$ cat config.mk
export PLATFORM = sky130hd
export DESIGN_NAME = oam_dma_flat
export DESIGN_NICKNAME = d
export VERILOG_FILES = /design/src/rtl/oam_dma_if.sv /design/src/rtl/oam_dma.sv /design/src/flat_wrapper.sv
export SDC_FILE = /design/constraint.sdc
export NUM_CORES = 1
export LEC_CHECK = 0
export BUFFER_PORTS_ARGS = -buffer_cell sky130_fd_sc_hd__buf_4
export CORE_UTILIZATION = 30
export DETAILED_ROUTE_END_ITERATION = 8
export PLACE_DENSITY = 0.51
export SLEW_MARGIN = 5
export SYNTH_ARGS = -nofsm -noshare
export SYNTH_HDL_FRONTEND = slang
export SYNTH_SLANG_ARGS = --single-unit
export TNS_END_PERCENT = 100
$ cat constraint.sdc
create_clock -name ppu_clk -period 2.4 [get_ports ppu_clk]
set_input_delay 0.12 -clock ppu_clk [delete_from_list [all_inputs] [get_ports ppu_clk]]
set_output_delay 0.12 -clock ppu_clk [all_outputs]
set_load 0.01 [all_outputs]
$ cat src/rtl/oam_dma_if.sv
// rtl/oam_dma_if.sv - CPU bus / DMA engine signal bundle for oam_dma
interface oam_dma_if;
    logic        cpu_ce;
    logic        odd_cycle;
    logic [15:0] bus_addr;
    logic [7:0]  bus_din;
    logic        bus_wr;
    logic [7:0]  mem_rdata;
    logic        dma_hijack;
    logic [15:0] dma_addr;
    logic        dma_wr;
    logic [7:0]  dma_wdata;
    logic        dma_done;

    modport master (
        output cpu_ce, odd_cycle, bus_addr, bus_din, bus_wr, mem_rdata,
        input  dma_hijack, dma_addr, dma_wr, dma_wdata, dma_done
    );

    modport slave (
        input  cpu_ce, odd_cycle, bus_addr, bus_din, bus_wr, mem_rdata,
        output dma_hijack, dma_addr, dma_wr, dma_wdata, dma_done
    );
endinterface

$ cat src/rtl/oam_dma.sv
// rtl/oam_dma.sv - sprite OAM DMA engine: copies one 256-byte CPU page into the PPU OAM port
module oam_dma #(
    parameter logic [15:0] TRIGGER_ADDR = 16'h4014,
    parameter logic [15:0] OAM_PORT     = 16'h2004
) (
    input  logic ppu_clk,
    input  logic reset,
    oam_dma_if.slave bus
);
    typedef enum logic [2:0] {IDLE, HALT, ALIGN, READ, WRITE, DONE} state_t;

    state_t     state, state_nx;
    logic [7:0] page, page_nx;
    logic [7:0] idx, idx_nx;
    logic [7:0] data, data_nx;
    logic       hijack, hijack_nx;
    logic       trigger;

    assign trigger = bus.cpu_ce && bus.bus_wr && (bus.bus_addr == TRIGGER_ADDR);

    always_comb begin
        state_nx = state;
        page_nx  = page;
        idx_nx   = idx;
        data_nx  = data;
        case (state)
            IDLE: begin
                if (trigger) begin
                    page_nx  = bus.bus_din;
                    state_nx = HALT;
                end
            end
            HALT: begin
                if (bus.cpu_ce) state_nx = bus.odd_cycle ? ALIGN : READ;
            end
            ALIGN: begin
                if (bus.cpu_ce) state_nx = READ;
            end
            READ: begin
                if (bus.cpu_ce) begin
                    data_nx  = bus.mem_rdata;
                    state_nx = WRITE;
                end
            end
            WRITE: begin
                if (bus.cpu_ce) begin
                    idx_nx   = idx + 8'd1;
                    state_nx = (idx == 8'hFF) ? DONE : READ;
                end
            end
            DONE:    state_nx = IDLE;
            default: state_nx = IDLE;
        endcase
        // Hijack is registered, so it follows the state we are about to enter.
        hijack_nx = (state_nx == HALT) || (state_nx == ALIGN) ||
                    (state_nx == READ) || (state_nx == WRITE);
    end

    always_ff @(posedge ppu_clk) begin
        if (reset) begin
            state  <= IDLE;
            page   <= 8'h00;
            idx    <= 8'h00;
            data   <= 8'h00;
            hijack <= 1'b0;
        end else begin
            state  <= state_nx;
            page   <= page_nx;
            idx    <= idx_nx;
            data   <= data_nx;
            hijack <= hijack_nx;
        end
    end

    assign bus.dma_hijack = hijack;
    assign bus.dma_addr   = (state == READ)  ? {page, idx} :
                            (state == WRITE) ? OAM_PORT    : 16'h0000;
    assign bus.dma_wr     = (state == WRITE);
    assign bus.dma_wdata  = (state == WRITE) ? data : 8'h00;
    assign bus.dma_done   = (state == DONE);
endmodule

$ cat src/flat_wrapper.sv
// flat-port wrapper written by rule: the top's interface ports become plain ports
module oam_dma_flat 
#(
    parameter logic [15:0] TRIGGER_ADDR = 16'h4014,
    parameter logic [15:0] OAM_PORT     = 16'h2004
)
  (ppu_clk, reset, bus_cpu_ce, bus_odd_cycle, bus_bus_addr, bus_bus_din, bus_bus_wr, bus_mem_rdata, bus_dma_hijack, bus_dma_addr, bus_dma_wr, bus_dma_wdata, bus_dma_done);
  oam_dma_if bus_i ();
  input  logic ppu_clk;
  input  logic reset;
  input wire logic [$bits(bus_i.cpu_ce)-1:0] bus_cpu_ce;
  input wire logic [$bits(bus_i.odd_cycle)-1:0] bus_odd_cycle;
  input wire logic [$bits(bus_i.bus_addr)-1:0] bus_bus_addr;
  input wire logic [$bits(bus_i.bus_din)-1:0] bus_bus_din;
  input wire logic [$bits(bus_i.bus_wr)-1:0] bus_bus_wr;
  input wire logic [$bits(bus_i.mem_rdata)-1:0] bus_mem_rdata;
  output wire logic [$bits(bus_i.dma_hijack)-1:0] bus_dma_hijack;
  output wire logic [$bits(bus_i.dma_addr)-1:0] bus_dma_addr;
  output wire logic [$bits(bus_i.dma_wr)-1:0] bus_dma_wr;
  output wire logic [$bits(bus_i.dma_wdata)-1:0] bus_dma_wdata;
  output wire logic [$bits(bus_i.dma_done)-1:0] bus_dma_done;
  assign bus_i.cpu_ce = bus_cpu_ce;
  assign bus_i.odd_cycle = bus_odd_cycle;
  assign bus_i.bus_addr = bus_bus_addr;
  assign bus_i.bus_din = bus_bus_din;
  assign bus_i.bus_wr = bus_bus_wr;
  assign bus_i.mem_rdata = bus_mem_rdata;
  assign bus_dma_hijack = bus_i.dma_hijack;
  assign bus_dma_addr = bus_i.dma_addr;
  assign bus_dma_wr = bus_i.dma_wr;
  assign bus_dma_wdata = bus_i.dma_wdata;
  assign bus_dma_done = bus_i.dma_done;
  oam_dma #(.TRIGGER_ADDR(TRIGGER_ADDR), .OAM_PORT(OAM_PORT)) u_core (.ppu_clk(ppu_clk), .reset(reset), .bus(bus_i));
endmodule
==> impl_metrics.csv, run 1 <==
group,metric,value,unit
yosys,syn_avg_cell_area,8.23,sq um
clocking,htree_levels,1,
critical_path,worst_ep_required_time,2.57,ns
sta,clock.fmax,501,MHz
routing,first_pass_iters,4,
hold_path,hp-class,"in2reg",
sta,worst_pin_slew,0.408,ns
yosys,synth-simple-area-share,0.366,
yosys,synth_top_area_frac,0.403,
routing,detail_route.vias_per_cell,4.72,
placed_design,io_buffers,63,
placed_design,dp_hpwl,2610,um
yosys,yosysSeqAreaShare,0.403,
clocking,cts_tree,"yes",
sta,hold_viol,0,
routing,wl_per_cell,12.7,um
sta,relSlewSlack,0.726,
clocking,root_buffer,"clkbuf_8",
clocking,clk_latency,0.28,ns
sta,maxSlewViolCount,0,
yosys,postSynthCellCount,169,
yosys,syn_nets,207,
yosys,synth.distinct_cells,34,
clocking,cts-buffers-inserted,3,
placed_design,post-place-cells,276,
sta,setup_violations,0,
floorplan,die_h,70.1,um
routing,drt_iter0_markers,63,
routing,ant_nets,0,
critical_path,cp.arrival,2.16,ns
sta,skew,0.00699,ns
power,p_per_area,458,nW/um^2
yosys,synth_fa_ha_area_frac,0.00899,
yosys,synth_warnings,0,
clocking,cts.sinks,28,
floorplan,core_area,4410,sq um
global_routing,grt_pass1_vias,1329,
run_status,status,"finished, final reports clean",
sta,rsz0062_at_grt,"false",
floorplan,rows,24,
finish,fin_cells,280,
placed_design,gp_congestion,0.741,
yosys,synth-xor-area-share,0.0504,
global_routing,antenna_found_initial,0,
clocking,cts_repair_resize_count,0,
global_routing,grt_max_degree,29,
floorplan,die_w,70.1,um
clocking,hold_buffers,0,
clocking,clk_pin_slew,0.10,ns
finish,nets,267,
global_routing,grt_pass1_wl,6060,um
routing,vias,1322,
global_routing,track_usage,0.150,
finish,drive_gt1_frac,0.329,
yosys,syn-cell-area,1390,sq um
critical_path,startpoint_type,"flop",
critical_path,crit_type,"reg2reg",
sta,finalCritPeriodShare,0.832,
yosys,synthMuxAreaShare,0.0656,
routing,drc,0,
sta,fin_crit,2.00,ns
routing,routed_wl,3550,um
global_routing,grt_remaining_overflow,0,
clocking,clockBufferDepth,2,
yosys,yosys-top-cells-area,"dfxtp_1, and2_1, nand2_1",
power,max-vdd-ir-drop,0.203,mV
critical_path,endpoint_kind,"flop",
floorplan,die_area,4910,sq um
finish,diodes,0,
critical_path,crit_fanout,5,
sta,setup_tns,0,ns
yosys,synth-seq-cells,28,
floorplan,start_util,0.315,
yosys,yosys.area.top_type,"dfxtp_1",
floorplan,io_pins,64,
clocking,post_cts_buffers,0,
power,p_leak,0.000846,uW
flow_run,max-cap-violations,0,
finish,syn_to_final_growth,41.4,%
yosys,synth-compound-area-share,0.0629,
yosys,synth_top_family_by_area,"simple AND/OR/NAND/NOR gates",
## synth_stat cells
master	number
a21o_1	1
a21o_2	1
a21oi_1	11
and2_1	23
and3b_1	1
buf_2	2
buf_4	3
clkbuf_1	5
clkbuf_2	1
dfxtp_1	28
ha_1	1
inv_1	1
mux2_1	1
mux2i_1	8
nand2_1	25
nand2b_1	2
nand3_1	2
nand3_2	1
nand4_1	2
nand4b_1	1
nand4bb_1	1
nor2_1	24
nor2b_1	3
nor3_1	3
nor3_2	1
nor3b_1	1
nor4_1	1
nor4_2	1
nor4b_1	2
o22a_2	1
o22ai_1	1
or4b_1	2
xnor2_1	2
xor2_1	6
## report_power, final
| group | leakage [uW] | switching, uW | internal [uW] |
|---|---|---|---|
| Clock | 0.0000357 | 154 | 223 |
| Sequential | 0.000225 | 0.00108 | 464 |
| Combinational | 0.000585 | 19.7 | 40.0 |
| Total | 0.000846 | 174 | 728 |
## area by class of cell
type | instances | area [sq um]
fillers | 470 | 2450
multi-input cells | 129 | 771
flip-flops and latches | 28 | 561
repair buffers | 66 | 495
well taps | 52 | 65.1
clock buffers | 3 | 41.3
clock inverters | 1 | 30.0
inverters | 1 | 3.75
## cell families (layout without fill, tap and decap cells)
logic type	after synthesis	in the layout
simple gates	96	96
flops	28	28
compound gates	15	15
buf+inv	12	71
mux	9	9
xor+xnor	8	8
fa+ha+maj	1	1
## layer usage
layer	up-vias	GRT usage	part of all wire	wire, um
met4	0	0.0356	0.0076	27
met5	-	0	0	0
met1	601	0.191	0.46	1630
met2	45	0.265	0.48	1700
met3	4	0.0216	0.054	193
li1	672	-	-	-
## critical path: stages, from the launching register on
cell and delay [ns]:
dfxtp_1 0.43, ha_1 0.22, nand2_1 0.09, nor3_2 0.19, o22a_2 0.17, or4b_1 0.45
mux2_1 0.33
## metrics by stage
stage | power [uW] | setup WS, ns | hold WS (ns) | cell area (sq um) | utilization
final | 902 | 0.404 | 0.0786 | 1970 | 0.446
after CTS | 916 | 0.406 | 0.0714 | 1970 | 0.446
after detailed placement | 535 | 0.434 | 0.369 | 1900 | 0.429
after floorplan | 487 | 0.557 | 0.256 | 1390 | -
after global routing | 941 | 0.260 | 0.0701 | 1970 | 0.446
after global placement | 533 | 0.511 | 0.355 | 1900 | 0.429
## cells in the final DEF, fill, tap and decap left out
master | Yosys | final
nor2b_1 | 3 | 3
o22a_2 | 1 | 1
nor4b_1 | 2 | 2
clkbuf_8 | 0 | 3
a21o_1 | 1 | 1
nand2b_1 | 2 | 2
dfxtp_1 | 28 | 28
a21o_2 | 1 | 1
mux2_1 | 1 | 1
a21oi_1 | 11 | 11
buf_4 | 3 | 66
nand2_1 | 25 | 25
nand3_1 | 2 | 2
nand3_2 | 1 | 1
ha_1 | 1 | 1
mux2i_1 | 8 | 8
nor3b_1 | 1 | 1
nand4b_1 | 1 | 1
and2_1 | 23 | 23
nor2_1 | 24 | 24
nor4_2 | 1 | 1
nor4_1 | 1 | 1
inv_1 | 1 | 1
or4b_1 | 2 | 2
xor2_1 | 6 | 6
nor3_2 | 1 | 1
nand4_1 | 2 | 2
and3b_1 | 1 | 1
xnor2_1 | 2 | 2
bufinv_16 | 0 | 1
nand4bb_1 | 1 | 1
o22ai_1 | 1 | 1
nor3_1 | 3 | 3
## registers in the layout, summed over array words and instances (netlist names)
name,flops
u_core.data,8
u_core.idx,8
u_core.page,8
u_core.state,3
u_core.bus.dma_hijack,1
## final timing paths
check                         startpoint                                to  slack [ns]  depth (start not counted)
max reg2reg   u_core.idx[0]$_SDFFE_PP0P_  u_core.bus.dma_hijack$_SDFF_PP0_        0.40                          6
min reg2reg  u_core.data[1]$_SDFFE_PP0P_       u_core.data[1]$_SDFFE_PP0P_        0.46                          2
max           u_core.idx[0]$_SDFFE_PP0P_  u_core.bus.dma_hijack$_SDFF_PP0_        0.40                          6
min                       bus_bus_din[6]       u_core.page[6]$_SDFFE_PP0P_        0.08                          3
(Power assumes the default switching activity.)
==> run 2, diff against run 1 <==
- clock period: 2.4 -> 2.1 ns (I/O delays scaled with it)
==> impl_metrics.csv, run 2 (synthesis gave the netlist of run 1 again) <==
group,metric,value,unit
critical_path,startpoint_type,"flop",
clocking,clk_latency,0.27,ns
hold_path,hp-class,"in2reg",
routing,vias,1331,
flow_run,max-cap-violations,0,
sta,clock.fmax,511,MHz
clocking,cts_tree,"yes",
critical_path,r2r_slack,0.14,ns
power,p_leak,0.000849,uW
global_routing,grt_remaining_overflow,0,
critical_path,crit_fanout,5,
floorplan,rows,24,
placed_design,placed_area,1910,sq um
finish,syn_to_final_growth,41.5,%
sta,maxSlewViolCount,0,
finish,fin_cells,282,
routing,routed_wl,3490,um
clocking,cts-buffers-inserted,3,
floorplan,start_util,0.315,
sta,relSlewSlack,0.793,
run_status,status,"finished, final reports clean",
critical_path,crit_type,"reg2reg",
floorplan,die_area,4910,sq um
power,max-vdd-ir-drop,0.290,mV
placed_design,gp_congestion,0.714,
power,p_per_area,470,nW/um^2
global_routing,antenna_found_initial,0,
floorplan,die_w,70.1,um
sta,setup_tns,0,ns
floorplan,die_h,70.1,um
sta,fin_crit,1.96,ns
finish,drive_gt1_frac,0.343,
global_routing,grt_pass1_wl,5930,um
routing,drt_iter0_markers,33,
clocking,htree_levels,1,
finish,fin_area,1970,sq um
finish,layout_common_cells,"buf_4, dfxtp_1, nand2_1",
routing,ant_nets,0,
finish,final_common_cell,"buf_4",
sta,skew,0.00257,ns
critical_path,worst_ep_required_time,2.26,ns
sta,worst_pin_slew,0.309,ns
clocking,root_buffer,"clkbuf_8",
routing,detail_route.vias_per_cell,4.72,
sta,rsz0062_at_grt,"false",
sta,hold_viol,0,
sta,setup_violations,0,
finish,diodes,0,
finish,reg.largest.list,"u_core.data: 8 flops, u_core.idx: 8 flops, u_core.page: 8 flops",
sta,finalCritPeriodShare,0.933,
floorplan,core_area,4410,sq um
clocking,cts.sinks,28,
critical_path,cp.arrival,2.12,ns
routing,drc,0,
routing,first_pass_iters,4,
clocking,clk_pin_slew,0.09,ns
placed_design,dp_hpwl,2620,um
placed_design,io_buffers,63,
clocking,clockBufferDepth,2,
clocking,post_cts_buffers,0,
finish,nets,269,
finish,nFillCells,458,
global_routing,track_usage,0.147,
global_routing,grt_pass1_vias,1344,
global_routing,grt_max_degree,29,
critical_path,endpoint_kind,"flop",
floorplan,io_pins,64,
placed_design,post-place-cells,278,
routing,wl_per_cell,12.4,um
run 2: path summary, 6_finish.rpt:
kind | from | endpoint | cells after the start
max | u_core.idx[0]$_SDFFE_PP0P_ | u_core.bus.dma_hijack$_SDFF_PP0_ | 6
min | bus_bus_din[7] | u_core.page[7]$_SDFFE_PP0P_ | 3
max reg2reg | u_core.idx[0]$_SDFFE_PP0P_ | u_core.bus.dma_hijack$_SDFF_PP0_ | 6
min reg2reg | u_core.data[2]$_SDFFE_PP0P_ | u_core.data[2]$_SDFFE_PP0P_ | 2
run 2: metrics by stage:
stage	power, uW	util	setup WS [ns]	hold slack [ns]
finish	926	0.446	0.141	0.0666
global route	976	0.446	0.0270	0.0596
CTS	946	0.445	0.114	0.0586
detailed placement	611	0.433	0.136	0.352
global placement	609	0.433	0.210	0.340
floorplan	556	-	0.257	0.241
run 2: layout make-up:
type | count | area (sq um) | share of cell area
Multi-Input combinational cell | 129 | 771 | 0.392
Sequential cell | 28 | 563 | 0.286
Timing Repair Buffer | 68 | 510 | 0.259
Tap cell | 52 | 65.1 | 0.0331
Clock buffer | 4 | 55.1 | 0.0280
Inverter | 1 | 3.75 | 0.00191
run 2: repair_timing:
action,CTS,global route
hold buffers,0,0
endpoints found under the hold margin,0,0
resized for setup,0,2
setup endpoints to repair,0,1
run 2: metal layers:
metal | routed length [um] | vias up | global-route usage | share of wire
met5 | 0 | - | 0 | 0
met4 | 25 | 0 | 0.0400 | 0.0072
met3 | 197 | 4 | 0.0404 | 0.057
met2 | 1670 | 36 | 0.254 | 0.48
met1 | 1590 | 616 | 0.179 | 0.46
li1 | - | 675 | - | -
run 2: critical path: stages (launching register included):
cell and delay, ns:
dfxtp_2 0.38, ha_1 0.20, nand2_1 0.09, nor3_2 0.21, o22a_2 0.18, or4b_1 0.46, mux2_1 0.33
run 2: where the power goes:
| part | internal, uW | switching, uW | total (uW) |
|---|---|---|---|
| sequential | 530 | 0.00123 | 530 |
| combinational | 45.6 | 21.8 | 67.4 |
| clock | 168 | 160 | 328 |
| total | 744 | 182 | 926 |
